<file path="src/rtl/ldpc_uart_pkg.sv">
// Shared types and constants for the UART-to-LDPC front end.
package ldpc_uart_pkg;

  typedef enum logic [1:0] {IDLE, PAYLOAD, CHECK, HOLD} state_t;

  localparam logic [7:0]  SYNC_BYTE_DEF = 8'hA5;

  // Must match the receiver's bit-timing constants.
  localparam int unsigned CLK_FREQ        = 100_000_000;
  localparam int unsigned UART_BPS        = 115_200;
  localparam int unsigned BIT_CYC         = CLK_FREQ / UART_BPS;
  localparam int unsigned TIMEOUT_CYC_DEF = 20 * BIT_CYC;

  function automatic int unsigned idx_width(input int unsigned n);
    return (n > 1) ? $clog2(n) : 1;
  endfunction

endpackage

</file>
<file path="src/rtl/uart_frame_assembler_if.sv">
// Byte-stream input and message handshake/status bundle of the frame assembler.
interface uart_frame_assembler_if #(
  parameter int unsigned MSG_BYTES = 8
);
  localparam int unsigned MSG_W = MSG_BYTES * 8;

  logic             rx_done;
  logic [7:0]       rx_data;
  logic [MSG_W-1:0] msg_data;
  logic             msg_valid;
  logic             msg_ready;
  logic             busy;
  logic             chk_err;
  logic             tmo_err;
  logic             ovr_err;

  modport master (
    output rx_done, rx_data, msg_ready,
    input  msg_data, msg_valid, busy, chk_err, tmo_err, ovr_err
  );

  modport slave (
    input  rx_done, rx_data, msg_ready,
    output msg_data, msg_valid, busy, chk_err, tmo_err, ovr_err
  );
endinterface

</file>
<file path="src/rtl/frame_timeout_timer.sv">
// Inter-byte cycle counter; expire_c fires on the last idle cycle of the window.
module frame_timeout_timer #(
  parameter int unsigned TIMEOUT_CYC = 2
) (
  input  logic clk,
  input  logic rst_n,
  input  logic en,
  input  logic clr,
  output logic expire_c
);
  localparam int unsigned CNT_W = $clog2(TIMEOUT_CYC);

  logic [CNT_W-1:0] cnt_q;

  // A coincident clr (byte arrival) always beats expiry.
  assign expire_c = en && !clr && (cnt_q == CNT_W'(TIMEOUT_CYC - 1));

  always_ff @(posedge clk or negedge rst_n) begin
    if (!rst_n)                     cnt_q <= '0;
    else if (clr || !en || expire_c) cnt_q <= '0;
    else                            cnt_q <= cnt_q + CNT_W'(1);
  end
endmodule

</file>
<file path="src/rtl/uart_frame_assembler.sv">
// Assembles SYNC + payload + XOR-checksum frames into one message word with valid/ready.
module uart_frame_assembler
  import ldpc_uart_pkg::*;
#(
  parameter int unsigned MSG_BYTES   = 8,
  parameter logic [7:0]  SYNC_BYTE   = SYNC_BYTE_DEF,
  parameter int unsigned TIMEOUT_CYC = TIMEOUT_CYC_DEF
) (
  input logic                   clk,
  input logic                   rst_n,
  uart_frame_assembler_if.slave bus
);
  localparam int unsigned MSG_W = MSG_BYTES * 8;
  localparam int unsigned IDX_W = idx_width(MSG_BYTES);

  state_t           state_q, state_d;
  logic [IDX_W-1:0] idx_q, idx_d;
  logic [7:0]       acc_q, acc_d;
  logic [MSG_W-1:0] data_q, data_d;
  logic             valid_q, valid_d;
  logic             busy_q, busy_d;
  logic             chk_q, chk_d;
  logic             tmo_q, tmo_d;
  logic             ovr_q, ovr_d;
  logic             expire_c;

  frame_timeout_timer #(.TIMEOUT_CYC(TIMEOUT_CYC)) u_timer (
    .clk      (clk),
    .rst_n    (rst_n),
    .en       ((state_q == PAYLOAD) || (state_q == CHECK)),
    .clr      (bus.rx_done),
    .expire_c (expire_c)
  );

  always_ff @(posedge clk or negedge rst_n) begin
    if (!rst_n) begin
      state_q <= IDLE;
      idx_q   <= '0;
      acc_q   <= '0;
      data_q  <= '0;
      valid_q <= 1'b0;
      busy_q  <= 1'b0;
      chk_q   <= 1'b0;
      tmo_q   <= 1'b0;
      ovr_q   <= 1'b0;
    end else begin
      state_q <= state_d;
      idx_q   <= idx_d;
      acc_q   <= acc_d;
      data_q  <= data_d;
      valid_q <= valid_d;
      busy_q  <= busy_d;
      chk_q   <= chk_d;
      tmo_q   <= tmo_d;
      ovr_q   <= ovr_d;
    end
  end

  always_comb begin
    state_d = state_q;
    idx_d   = idx_q;
    acc_d   = acc_q;
    data_d  = data_q;
    chk_d   = 1'b0;
    tmo_d   = 1'b0;
    ovr_d   = 1'b0;
    case (state_q)
      IDLE: begin
        if (bus.rx_done && (bus.rx_data == SYNC_BYTE)) begin
          state_d = PAYLOAD;
          idx_d   = '0;
          acc_d   = '0;
        end
      end
      PAYLOAD: begin
        if (bus.rx_done) begin
          for (int unsigned k = 0; k < MSG_BYTES; k++) begin
            if (idx_q == IDX_W'(k)) data_d[8*k +: 8] = bus.rx_data;
          end
          acc_d = acc_q ^ bus.rx_data;
          if (idx_q == IDX_W'(MSG_BYTES - 1)) state_d = CHECK;
          else                                idx_d   = idx_q + IDX_W'(1);
        end else if (expire_c) begin
          state_d = IDLE;
          tmo_d   = 1'b1;
        end
      end
      CHECK: begin
        if (bus.rx_done) begin
          if (bus.rx_data == acc_q) begin
            state_d = HOLD;
          end else begin
            state_d = IDLE;
            chk_d   = 1'b1;
          end
        end else if (expire_c) begin
          state_d = IDLE;
          tmo_d   = 1'b1;
        end
      end
      HOLD: begin
        // A byte here is dropped even on the accept cycle; it never counts as SYNC.
        if (bus.rx_done)   ovr_d   = 1'b1;
        if (bus.msg_ready) state_d = IDLE;
      end
      default: state_d = IDLE;
    endcase
    valid_d = (state_d == HOLD);
    busy_d  = (state_d == PAYLOAD) || (state_d == CHECK);
  end

  assign bus.msg_data  = data_q;
  assign bus.msg_valid = valid_q;
  assign bus.busy      = busy_q;
  assign bus.chk_err   = chk_q;
  assign bus.tmo_err   = tmo_q;
  assign bus.ovr_err   = ovr_q;
endmodule
</file>
<file path="src/flat_wrapper.sv">
// flat-port wrapper written by rule: the top's interface ports become plain ports
module uart_frame_assembler_flat import ldpc_uart_pkg::*;
#(
  parameter int unsigned MSG_BYTES   = 8,
  parameter logic [7:0]  SYNC_BYTE   = SYNC_BYTE_DEF,
  parameter int unsigned TIMEOUT_CYC = TIMEOUT_CYC_DEF
)
  (clk, rst_n, bus_rx_done, bus_rx_data, bus_msg_ready, bus_msg_data, bus_msg_valid, bus_busy, bus_chk_err, bus_tmo_err, bus_ovr_err);
  uart_frame_assembler_if #(.MSG_BYTES(MSG_BYTES)) bus_i ();
  input logic clk;
  input logic rst_n;
  input wire logic [$bits(bus_i.rx_done)-1:0] bus_rx_done;
  input wire logic [$bits(bus_i.rx_data)-1:0] bus_rx_data;
  input wire logic [$bits(bus_i.msg_ready)-1:0] bus_msg_ready;
  output wire logic [$bits(bus_i.msg_data)-1:0] bus_msg_data;
  output wire logic [$bits(bus_i.msg_valid)-1:0] bus_msg_valid;
  output wire logic [$bits(bus_i.busy)-1:0] bus_busy;
  output wire logic [$bits(bus_i.chk_err)-1:0] bus_chk_err;
  output wire logic [$bits(bus_i.tmo_err)-1:0] bus_tmo_err;
  output wire logic [$bits(bus_i.ovr_err)-1:0] bus_ovr_err;
  assign bus_i.rx_done = bus_rx_done;
  assign bus_i.rx_data = bus_rx_data;
  assign bus_i.msg_ready = bus_msg_ready;
  assign bus_msg_data = bus_i.msg_data;
  assign bus_msg_valid = bus_i.msg_valid;
  assign bus_busy = bus_i.busy;
  assign bus_chk_err = bus_i.chk_err;
  assign bus_tmo_err = bus_i.tmo_err;
  assign bus_ovr_err = bus_i.ovr_err;
  uart_frame_assembler #(.MSG_BYTES(MSG_BYTES), .SYNC_BYTE(SYNC_BYTE), .TIMEOUT_CYC(TIMEOUT_CYC)) u_core (.clk(clk), .rst_n(rst_n), .bus(bus_i));
endmodule
</file>
<file path="config.mk">
export PLATFORM = sky130hd
export DESIGN_NAME = uart_frame_assembler_flat
export DESIGN_NICKNAME = d
export VERILOG_FILES = /design/src/rtl/ldpc_uart_pkg.sv /design/src/rtl/uart_frame_assembler_if.sv /design/src/rtl/frame_timeout_timer.sv /design/src/rtl/uart_frame_assembler.sv /design/src/flat_wrapper.sv
export SDC_FILE = /design/constraint.sdc
export NUM_CORES = 1
export LEC_CHECK = 0
export ABC_AREA = 0
export ABC_CLOCK_PERIOD_IN_PS = 3500
export CAP_MARGIN = 30
export CORE_ASPECT_RATIO = 0.7
export CORE_MARGIN = 2
export CORE_UTILIZATION = 55
export CTS_CLUSTER_DIAMETER = 80
export CTS_CLUSTER_SIZE = 28
export DETAILED_ROUTE_END_ITERATION = 7
export PLACE_DENSITY = 0.9
export SYNTH_ARGS = -nofsm -noshare
export SYNTH_HDL_FRONTEND = slang
export SYNTH_SLANG_ARGS = --single-unit
</file>
<file path="constraint.sdc">
create_clock -name clk -period 3.5 [get_ports clk]
set_input_delay 0.7 -clock clk [delete_from_list [all_inputs] [get_ports clk]]
set_output_delay 0.7 -clock clk [all_outputs]
set_load 0.01 [all_outputs]
</file>
Word-level counts from Yosys, hierarchy flattened --
Cells that the tools add are included.
Word-level totals: register bits after elaboration 97, latch bits 0, RAM bits 0, ROM bits 0, bits of input ports 12, output and inout bits 69, word-level logic and storage cells 86, memories 0
Cells by class: $add $sub $neg 2, multipliers 0, div/mod/pow operators 0, magnitude comparators 0, equality and inequality tests 19, shift operators 0, multiplexer cells 24, bitwise operators 1, reduce and logical (&&, ||, !) cells 23
Operators by type and width (number):
- AND reduction 3 bit | 9
- two-way mux 8 bit | 2
- case mux 8 bit (2 select lines) | 1
- adder 15 x 1 -> 15 bit (second input constant) | 1
- == test 15 bit (second input constant) | 1
- two-way mux 15 bit | 1
- two-way mux 2 bit | 7
- == test 3 bit (second input constant) | 4
- two-way mux 3 bit | 3
- == test 2 bit (second input constant) | 4
- == test 8 bit | 1
- == test 8 bit (second input constant) | 1
- two-way mux 1 bit | 8
- case mux 2 bit (4 select lines) | 1
- XOR 8 bit | 1
- == test 3 x 2 -> 1 bit (second input constant) | 2
- case mux 3 bit (2 select lines) | 1
- == test 2 x 1 -> 1 bit (second input constant) | 2
- logical OR 1 bit | 4
- != test 2 bit (second input constant) | 2
- AND reduction 4 bit | 1
- adder 3 x 1 -> 3 bit (second input constant) | 1
- == test 3 x 1 -> 1 bit (second input constant) | 1
- logical AND 1 bit | 3
- 6 further kinds | 7

Logic depth before layout (Yosys ltp) --
Gate-level depths: netlist (run 1).
depth after elaboration 9, depth in mapped cells 8, depth with buffers taken out 7

Hierarchy --
Synthesis (run 1) repeated with hierarchy kept, for this count alone.
Unflattened totals: cell total of the unflattened synthesis 351, area, all modules 4391.7 um^2
Modules (own cells, without submodules):
- uart_frame_assembler | instances 1, cells each 277, area each 3642.2 um^2, sequential area each 2052.0 um^2
- frame_timeout_timer | instances 1, cells each 74, area each 749.5 um^2, sequential area each 375.4 um^2

Worst setup path before layout (run 1) --
OpenSTA, ideal clock, no wires.
kind input to register, from input port bus_rx_data[3], to register u_core.busy_q, in the netlist u_core.bus.busy, library setup time 126 ps, data arrival time 2033 ps, data required time 3374 ps, setup slack 1341 ps, stages on the path 5, path buffers 0, cell sequence or3b_4 > or3_1 > o21a_1 > o22ai_1 > ha_1
On the way: cells in the longest elaborated chain, start to end 6, elaborated cells on any way between the ends 10, those cells by class eq/ne: 4; mux: 4; reduce/logical: 2
Ends and longest elaborated chain:
- start: declaration | RTL line flat_wrapper.sv:13 | input wire logic [$bits(bus_i.rx_data)-1:0] bus_rx_data;
- == test 8 bit (on tied branches) | RTL line uart_frame_assembler.sv:90, uart_frame_assembler.sv:69
- two-way mux 2 bit / logical AND 1 bit (equally long branches) | RTL line uart_frame_assembler.sv:90, uart_frame_assembler.sv:69
- two-way mux 2 bit (on tied branches) | RTL line uart_frame_assembler.sv:89, uart_frame_assembler.sv:69
- case mux 2 bit (4 select lines) (*) | RTL line uart_frame_assembler.sv:67 | case (state_q)
- via u_core.state_d[0] | RTL line uart_frame_assembler.sv:16 | state_t state_q, state_d;
- == test 2 x 1 -> 1 bit / == test 2 bit (equally long branches) | RTL line uart_frame_assembler.sv:109 | busy_d = (state_d == PAYLOAD) || (state_d == CHECK);
- logical OR 1 bit (*) | RTL line uart_frame_assembler.sv:109
- via u_core.busy_d | RTL line uart_frame_assembler.sv:21 | logic busy_q, busy_d;
- end signal: assignment | RTL line uart_frame_assembler.sv:52 | busy_q <= busy_d;
- end: declaration | RTL line uart_frame_assembler.sv:21
The timed path passes the listed nets; every way through them passes the cells marked *. A chain may end at the register's enable or synchronous reset.

Final worst setup path (run 1) --
from input port bus_rx_data[7], to register u_core.busy_q, in the netlist u_core.bus.busy
The elaborated chain is that of the path after synthesis.

==> results.py, run 1 <==
metrics = {
    "critical_path": {
        "endpoint_kind": "register",
        "cp.required_ns": 3.73,
        "worst_path_max_delay_cell": "clkdlybuf4s50_1",
        "cp-startpoint": "bus_rx_data[7]",
        "reg2reg_to": "u_core.bus.msg_data[7]$_DFFE_PN0P_",
        "r2r_slack_ns": 0.98,
        "crit_chain": "clkdlybuf4s50_1, xor2_1, nor4_1, a32oi_1, o22ai_1, ha_1",
        "rr_startpoint": "u_core.state_q[1]$_DFF_PN0_",
        "cp_slowest_stage_delay_ns": 0.69,
        "cp_num_buf_inv": 1,
        "cpLargestDelayFamily": "buffers and inverters",
        "reg2reg_depth": 6,
        "cp.arrival_ns": 2.96,
        "cp_max_fo": 11,
        "crit_type": "in2reg",
        "start_kind": "primary input",
    },
    "sta": {
        "rsz0062_at_grt": "no",
        "slew_headroom_pct": 55.2,
        "whs_ns": 0.380,
        "finalSetupViolCount": 0,
        "finalSetupTns_ns": 0,
        "period_needed_ns": 2.74,
        "fmax_mhz": 366,
        "finalHoldViolations": 0,
        "fin_skew_ns": 0.00853,
        "tightestPinTransition_ns": 0.671,
        "slew_violations": 0,
        "period_share_pct": 78.2,
    },
    "die": {
        "initial_utilization_pct": 56.3,
        "die_h_um": 78.8,
        "die_area_mm2": 0.00873,
        "placementRows": 27,
        "fp.coreArea_mm2": 0.00780,
        "die_x_um": 111,
        "num_io_pins": 81,
    },
    "clocking": {
        "cts_root_buffer": "clkbuf_16",
        "cts.htree.levels": 3,
        "cts_buffers": 9,
        "cts_tree": "done",
        "cts.clk_slew.worst_paths_ns": 0.06,
        "cts.sinks": 97,
        "post-cts-setup-buffers": 0,
        "ctsResizeCount": 0,
        "clkLatencyLatePin_ns": 0.35,
        "cts_hold_buf": 0,
        "clock_path_buffers": 2,
    },
    "grt": {
        "grtUsageTotal_pct": 25.4,
        "grt_pass1_vias": 3259,
        "antenna_found_initial": 0,
        "grt_overflow": 0,
        "grt_max_degree": 53,
        "grt_pass1_wl_um": 17000,
    },
    "synth": {
        "synth_area_mm2": 0.00439,
        "synth.area.top_cells": "dfrtp_1, mux2_2, mux2_1, ha_1, xor2_1",
        "avgSynthCellArea_um2": 12.2,
        "syn_nets": 384,
        "ys_seq_area_share_pct": 55.3,
        "yosys.cell_types.count": 44,
        "synth.top_cell.area_share_pct": 55.3,
        "yosysWarningCount": 0,
        "synth_ff_type": "dfrtp_1",
        "synth-edff-count": 0,
        "netlist_instances": 359,
        "ys_seq_elements": 97,
        "async_reset_ff_share_pct": 100,
        "synth_area_leader_cell": "dfrtp_1",
    },
    "route": {
        "wl_met1_um": 4840,
        "drt_iter0_drc": 282,
        "drc_errors": 0,
        "ant_nets": 0,
        "dr.max_layer_used": "met4",
        "wl_met2_um": 4920,
        "wl_per_cell_um": 19.7,
        "avgViaCountPerCell": 5.96,
        "wl_met3_um": 822,
        "firstDrtPassIters": 5,
        "vias": 3250,
        "totalWireLength_um": 10700,
    },
    "layout": {
        "drive_gt1_share_pct": 15.3,
        "area_delta_synth_final_pct": 26.9,
        "diodes": 0,
        "nets": 464,
    },
    "flow_run": {
        "max_cap_violations": 0,
    },
    "status": {
        "outcome": "finished clean",
    },
    "power_and_ir_drop": {
        "powerDensity_mw_per_mm2": 503,
        "ir_drop_mv": 0.240,
        "p_leak_uw": 0.00265,
    },
    "placed_design": {
        "port_buffers": 80,
        "gp_congestion": 0.915,
        "hpwl_um": 7420,
    },
    "hold_path": {
        "hold_path_class": "in2async",
    },
}
flip-flops by register name, indices dropped and copies added, names as in the netlist:
name	flops
u_core.bus.busy	1
u_core.acc_q	8
u_core.bus.tmo_err	1
u_core.state_q	2
u_core.u_timer.cnt_q	15
u_core.bus.msg_data	64
u_core.idx_q	3
u_core.bus.ovr_err	1
u_core.bus.msg_valid	1
u_core.bus.chk_err	1
synth_stat cells (3+ instances only):
| master | number |
|---|---|
| a221o_1 | 4 |
| inv_1 | 12 |
| nand2b_1 | 3 |
| mux2i_1 | 4 |
| nand4_1 | 10 |
| or3_1 | 4 |
| and3_1 | 6 |
| a21oi_1 | 12 |
| ha_1 | 13 |
| nor3_1 | 4 |
| nand3_1 | 11 |
| xor2_1 | 16 |
| clkbuf_1 | 13 |
| o22ai_1 | 5 |
| mux2_2 | 39 |
| nor4_1 | 3 |
| dfrtp_1 | 97 |
| nor2_1 | 21 |
| o21ai_0 | 4 |
| buf_2 | 6 |
| mux2_1 | 25 |
| nand2_1 | 18 |
cells in the final DEF (no fill, tap or decap), drive strengths merged, types with 10 or more instances in the layout:
master,count
a21oi,12
inv,17
clkdlybuf4s50,79
nor2,21
clkbuf,10
nand4,10
buf,10
ha,13
xor2,16
dfrtp,97
nand3,11
mux2,64
nand2,18
cell families (layout without fill, tap and decap cells):
group | after synthesis | in the layout | share of synthesized area (%)
adders and majority gates | 13 | 13 | 3.70
xor gates and xnor gates | 18 | 18 | 3.59
and+or+nand+nor | 90 | 90 | 10.6
AOI/OAI and AO/OA | 40 | 40 | 6.49
DFF | 97 | 97 | 55.3
muxes | 68 | 68 | 17.3
buffers and inverters | 33 | 118 | 3.08
per-stage QoR:
stage	util [%]	cells	worst slack, ns	cell area [um2]	total power [uW]
after detailed placement	67.9	529	0.449	5300	1880
after floorplan	-	359	1.34	4390	1650
after global placement	67.9	529	0.588	5300	1860
after global routing	71.4	545	0.689	5580	2920
final	71.4	545	0.764	5580	2810
after CTS	71.4	545	0.825	5580	2810
worst reg2reg max path, stage by stage (launching register included):
cell,delay (ns)
dfrtp_1,0.45
inv_1,0.15
ha_1,0.61
inv_2,0.18
nor2_1,0.20
nand3_1,0.37
mux2_1,0.45
worst max path at each step:
stage               slack (ns)                         to  cells after the start
floorplan                 1.34  u_core.bus.busy$_DFF_PN0_                      5
global placement          0.59  u_core.bus.busy$_DFF_PN0_                      6
detailed placement        0.45  u_core.bus.busy$_DFF_PN0_                      6
CTS                       0.82  u_core.bus.busy$_DFF_PN0_                      6
global route              0.69  u_core.bus.busy$_DFF_PN0_                      6
finish                    0.76  u_core.bus.busy$_DFF_PN0_                      6
power by group:
group | switching (uW) | leakage, uW | internal [uW]
clock network | 427 | 0.000134 | 491
registers | 100 | 0.00134 | 1210
logic | 320 | 0.00118 | 256
layout make-up:
cell class / instances / area [um2]
repair buffers: 89 / 866
multi-input cells: 229 / 1830
clock buffers: 10 / 229
well taps: 101 / 126
flip-flops and latches: 97 / 2430
inverters: 13 / 48.8
clock inverters: 6 / 47.5
fillers: 532 / 2230
routing by layer:
layer	GRT usage, %	vias to the layer above
li1	-	1434
met1	35.3	1646
met2	40.4	155
met3	5.57	15
met4	8.25	0
met5	0	-
Power figures use the tool's default switching activity.
==> inputs of run 2 (changes only) <==
- ABC_CLOCK_PERIOD_IN_PS: 3500 -> 2700
- CORE_UTILIZATION: 55 -> 52
- PLACE_DENSITY: 0.9 -> 0.86
- clock period: 3.5 -> 2.7 ns (I/O delays scaled with it)
==> run 2 against run 1 <==
  * Sequential share of layout area down 0.89 points
  * Wire length down 1.6%
  * Sequential power up 29%
  * Die area up 5.5%
  * Power up 36%
  * Non-clock buffer count up 9
  * Via count up 0.15%
  * Global-route usage down 1.6 points
  * Register-to-register slack worse by 0.51 ns
  * Utilization down 3.2 points
  * Worst setup slack worse by 0.32 ns
  * Design area up 2.1%
  * Highest routed layer unchanged
==> results.py, run 2 (synthesis results as in run 1) <==
metrics = {
    "die": {
        "num_io_pins": 81,
        "die_x_um": 114,
        "die_area_mm2": 0.00921,
        "die_h_um": 80.9,
        "fp.coreArea_mm2": 0.00834,
        "initial_utilization_pct": 52.7,
        "placementRows": 28,
    },
    "status": {
        "outcome": "finished clean",
    },
    "clocking": {
        "post-cts-setup-buffers": 0,
        "cts_root_buffer": "clkbuf_16",
        "cts.htree.levels": 3,
        "clkLatencyLatePin_ns": 0.35,
        "cts.sinks": 97,
        "cts.clk_slew.worst_paths_ns": 0.07,
        "cts_tree": "done",
        "clock_path_buffers": 2,
        "cts_hold_buf": 0,
        "cts_buffers": 9,
        "ctsResizeCount": 0,
    },
    "route": {
        "totalWireLength_um": 10600,
        "firstDrtPassIters": 5,
        "wl_per_cell_um": 18.9,
        "drc_errors": 0,
        "drt_iter0_drc": 233,
        "avgViaCountPerCell": 5.83,
        "vias": 3255,
        "ant_nets": 0,
    },
    "sta": {
        "slew_violations": 0,
        "slew_headroom_pct": 64.6,
        "rsz0062_at_grt": "no",
        "period_share_pct": 83.5,
        "finalSetupViolCount": 0,
        "tightestPinTransition_ns": 0.531,
        "fin_skew_ns": 0.00954,
        "finalHoldViolations": 0,
        "fmax_mhz": 444,
        "finalSetupTns_ns": 0,
        "period_needed_ns": 2.25,
    },
    "power_and_ir_drop": {
        "ir_drop_mv": 0.368,
        "p_leak_uw": 0.00272,
        "powerDensity_mw_per_mm2": 668,
    },
    "grt": {
        "grtUsageTotal_pct": 23.8,
        "grt_max_degree": 43,
        "grt_overflow": 0,
        "antenna_found_initial": 0,
        "grt_pass1_vias": 3243,
        "grt_pass1_wl_um": 16600,
    },
    "hold_path": {
        "hold_path_class": "in2async",
    },
    "layout": {
        "postLayoutCoreUtil_pct": 68.3,
        "drive_gt1_share_pct": 17.2,
        "area_delta_synth_final_pct": 29.6,
        "layout.cells.most_common": "dfrtp_1",
        "mostFrequentLayoutCells": "dfrtp_1, clkdlybuf4s50_1, mux2_2",
        "largest_reg_flops": 64,
        "diodes": 0,
        "nets": 473,
    },
    "critical_path": {
        "cp.required_ns": 2.93,
        "reg2reg_depth": 7,
        "cp-startpoint": "bus_rx_data[3]",
        "reg2reg_to": "u_core.bus.msg_data[7]$_DFFE_PN0P_",
        "cp_max_fo": 4,
        "cp.arrival_ns": 2.48,
        "crit_type": "in2reg",
        "r2r_slack_ns": 0.47,
        "worstSetupEndpoint": "u_core.bus.busy$_DFF_PN0_",
        "start_kind": "primary input",
        "rr_startpoint": "u_core.state_q[1]$_DFF_PN0_",
        "endpoint_kind": "register",
    },
    "placed_design": {
        "hpwl_um": 7370,
        "gp_congestion": 0.854,
        "port_buffers": 80,
    },
    "flow_run": {
        "max_cap_violations": 0,
    },
}
run 2: through the flow:
stage / cells / instance area (um2) / worst slack [ns] / hold WS [ns] / power, uW
floorplan: 359 / 4390 / 0.701 / 0.244 / 2140
global placement: 542 / 5370 / 0.164 / 0.472 / 2420
detailed placement: 542 / 5370 / 0.126 / 0.485 / 2460
CTS: 558 / 5690 / 0.460 / 0.188 / 3800
global route: 558 / 5690 / 0.266 / 0.211 / 3970
finish: 558 / 5690 / 0.446 / 0.178 / 3800
run 2: worst min-delay path by stage:
stage / from / slack (ns) / cells past startpoint / endpoint
2_1_floorplan: rst_n / 0.24 / 0 / u_core.acc_q[0]$_DFFE_PN0P_
3_3_place_gp: u_core.u_timer.cnt_q[0]$_DFF_PN0_ / 0.47 / 1 / u_core.u_timer.cnt_q[0]$_DFF_PN0_
3_5_place_dp: u_core.bus.msg_data[60]$_DFFE_PN0P_ / 0.48 / 1 / u_core.bus.msg_data[60]$_DFFE_PN0P_
4_1_cts: rst_n / 0.19 / 1 / u_core.bus.msg_data[54]$_DFFE_PN0P_
5_1_grt: rst_n / 0.21 / 1 / u_core.u_timer.cnt_q[2]$_DFF_PN0_
6_report: rst_n / 0.18 / 1 / u_core.u_timer.cnt_q[2]$_DFF_PN0_
run 2: where the power goes:
part	switching [uW]	internal, uW	leakage (uW)	total [uW]
logic	421	345	0.00122	766
clock network	596	747	0.000157	1340
registers	124	1570	0.00134	1690
total	1140	2660	0.00272	3800
run 2: per-layer routing:
metal | vias up | share of wire, % | GRT usage, %
li1 | 1453 | - | -
met1 | 1625 | 45 | 33.0
met2 | 144 | 45 | 36.9
met3 | 33 | 7.0 | 5.22
met4 | 0 | 2.6 | 9.51
met5 | - | 0 | 0
run 2: critical path, cell delays in order:
cell and delay [ns]:
clkdlybuf4s50_1 0.46, or3b_4 0.47, or3_1 0.37, o21a_1 0.19, o22ai_1 0.20, ha_1 0.26
run 2: area by class of cell:
class / instances / area (um2)
flip-flops and latches: 97 / 2430
well taps: 105 / 131
fillers: 606 / 2650
clock buffers: 9 / 225
repair buffers: 98 / 933
inverters: 13 / 48.8
multi-input cells: 229 / 1830
clock inverters: 7 / 95.1
==> inputs of run 3 (changes only) <==
- ABC_CLOCK_PERIOD_IN_PS: 2700 -> 1900
- CORE_UTILIZATION: 52 -> 47
- PLACE_DENSITY: 0.86 -> 0.83
- clock period: 2.7 -> 1.9 ns (I/O delays scaled with it)
==> run 3 against run 2 <==
  * Power grew 41%
  * Clock power grew 31%
  * Combinational power grew 64%
  * Sequential share of layout area shrank 2.1 points
  * Critical endpoint unchanged
  * Flip-flop and latch count is the same
==> results.py, run 3 (synthesis results as in run 1) <==
metrics = {
    "layout": {
        "mostFrequentLayoutCells": "dfrtp_1, clkdlybuf4s50_1, buf_4",
        "drive_gt1_share_pct": 23.7,
        "nets": 501,
        "layout.cells.most_common": "dfrtp_1",
        "area_delta_synth_final_pct": 36.2,
        "fin_cells": 605,
        "largest_reg_flops": 64,
        "diodes": 0,
    },
    "grt": {
        "grtUsageTotal_pct": 22.0,
        "grt_overflow": 0,
        "grt_pass1_vias": 3411,
        "antenna_found_initial": 0,
        "grt_max_degree": 56,
        "grt_pass1_wl_um": 17300,
    },
    "route": {
        "firstDrtPassIters": 4,
        "wl_per_cell_um": 17.6,
        "vias": 3271,
        "drt_iter0_drc": 278,
        "drc_errors": 0,
        "avgViaCountPerCell": 5.41,
        "ant_nets": 0,
        "totalWireLength_um": 10600,
    },
    "clocking": {
        "cts.htree.levels": 3,
        "cts.sinks": 97,
        "cts.clk_slew.worst_paths_ns": 0.07,
        "clkLatencyLatePin_ns": 0.34,
        "cts_tree": "done",
        "cts_root_buffer": "clkbuf_16",
        "clock_path_buffers": 2,
        "cts_buffers": 9,
    },
    "sta": {
        "period_share_pct": 98.2,
        "finalHoldViolations": 0,
        "fmax_mhz": 536,
        "tightestPinTransition_ns": 0.454,
        "fin_skew_ns": 0.00752,
        "finalSetupViolCount": 0,
        "slew_violations": 0,
        "rsz0062_at_grt": "yes",
        "period_needed_ns": 1.87,
        "slew_headroom_pct": 69.8,
    },
    "power_and_ir_drop": {
        "powerDensity_mw_per_mm2": 899,
        "p_leak_uw": 0.00288,
        "power_uw": 5380,
        "ir_drop_mv": 0.603,
    },
    "critical_path": {
        "crit_chain": "clkdlybuf4s50_1, nand2_1, or3_4, o21a_1, o22ai_2, ha_1",
        "worst_path_max_delay_cell": "clkdlybuf4s50_1",
        "endpoint_kind": "register",
        "cp_max_fo": 3,
        "start_kind": "primary input",
        "cp.required_ns": 2.13,
        "cp.arrival_ns": 2.10,
        "cp_slowest_stage_delay_ns": 0.57,
        "crit_type": "in2reg",
    },
    "die": {
        "initial_utilization_pct": 48.4,
        "die_area_mm2": 0.0101,
        "num_io_pins": 81,
        "die_h_um": 84.9,
        "fp.coreArea_mm2": 0.00907,
        "die_x_um": 120,
        "placementRows": 29,
    },
    "status": {
        "outcome": "finished clean",
    },
    "placed_design": {
        "gp_congestion": 0.889,
        "port_buffers": 80,
        "placedCellCount": 584,
        "hpwl_um": 7320,
    },
    "hold_path": {
        "hold_path_class": "in2async",
    },
    "flow_run": {
        "max_cap_violations": 0,
    },
}
[run 3: final cells by class]
cell class              instances  area, um2
inverters                      13       48.8
multi-input cells             229       1890
clock buffers                  10        239
clock inverters                 6       50.0
fillers                       683       3090
repair buffers                126       1180
well taps                     124        155
flip-flops and latches         97       2430
[run 3: worst paths after layout]
| kind | cells after the start | slack, ns | to | from |
|---|---|---|---|---|
| setup / recovery | 6 | 0.03 | u_core.bus.busy$_DFF_PN0_ | bus_rx_data[2] |
| hold / removal | 2 | 0.47 | u_core.bus.msg_data[47]$_DFFE_PN0P_ | rst_n |
| setup reg to reg | 7 | 0.06 | u_core.bus.busy$_DFF_PN0_ | u_core.state_q[0]$_DFF_PN0_ |
| hold reg to reg | 1 | 0.49 | u_core.bus.msg_data[9]$_DFFE_PN0P_ | u_core.bus.msg_data[9]$_DFFE_PN0P_ |
| max in group asynchronous | 3 | 0.85 | u_core.bus.msg_data[61]$_DFFE_PN0P_ | rst_n |
| min in group clk | 1 | 0.49 | u_core.bus.msg_data[9]$_DFFE_PN0P_ | u_core.bus.msg_data[9]$_DFFE_PN0P_ |
[run 3: power by group]
group	switching (uW)	internal (uW)
sequential	137	2230
clock	811	937
combinational	658	600
total	1610	3770
[run 3: worst max-delay path, delay by kind of cell]
family,cells,cell delay (ns)
buf+inv,1,0.57
fa+ha+maj,1,0.25
compound gates,2,0.37
simple gates,2,0.51
[run 3: layer usage]
metal,vias to the layer above,part of all wire [%],GRT usage (%)
met5,-,0,0
met4,0,1.3,6.84
met3,15,7.5,5.98
met2,116,46,33.3
met1,1632,45,31.3
li1,1508,-,-
[run 3: per-stage QoR]
step	worst slack, ns	cell area [um2]	hold slack, ns	util, %	setup TNS (ns)
final	0.0342	5980	0.469	65.9	0
after global routing	-0.0376	5980	0.488	65.9	-0.0377
after CTS	0.0109	5920	0.472	65.2	0
after detailed placement	-0.451	5580	0.281	61.5	-9.03
after global placement	-0.406	5580	0.277	61.5	-8.00
after floorplan	0.0611	4390	0.0844	-	0
[run 3: what timing repair did]
item	in CTS	in global routing
hold endpoints to repair	19	0
hold buffers	1	0
pin swaps	6	2
setup endpoints to repair	1	11
gates resized for setup	9	10
setup buffers	1	3
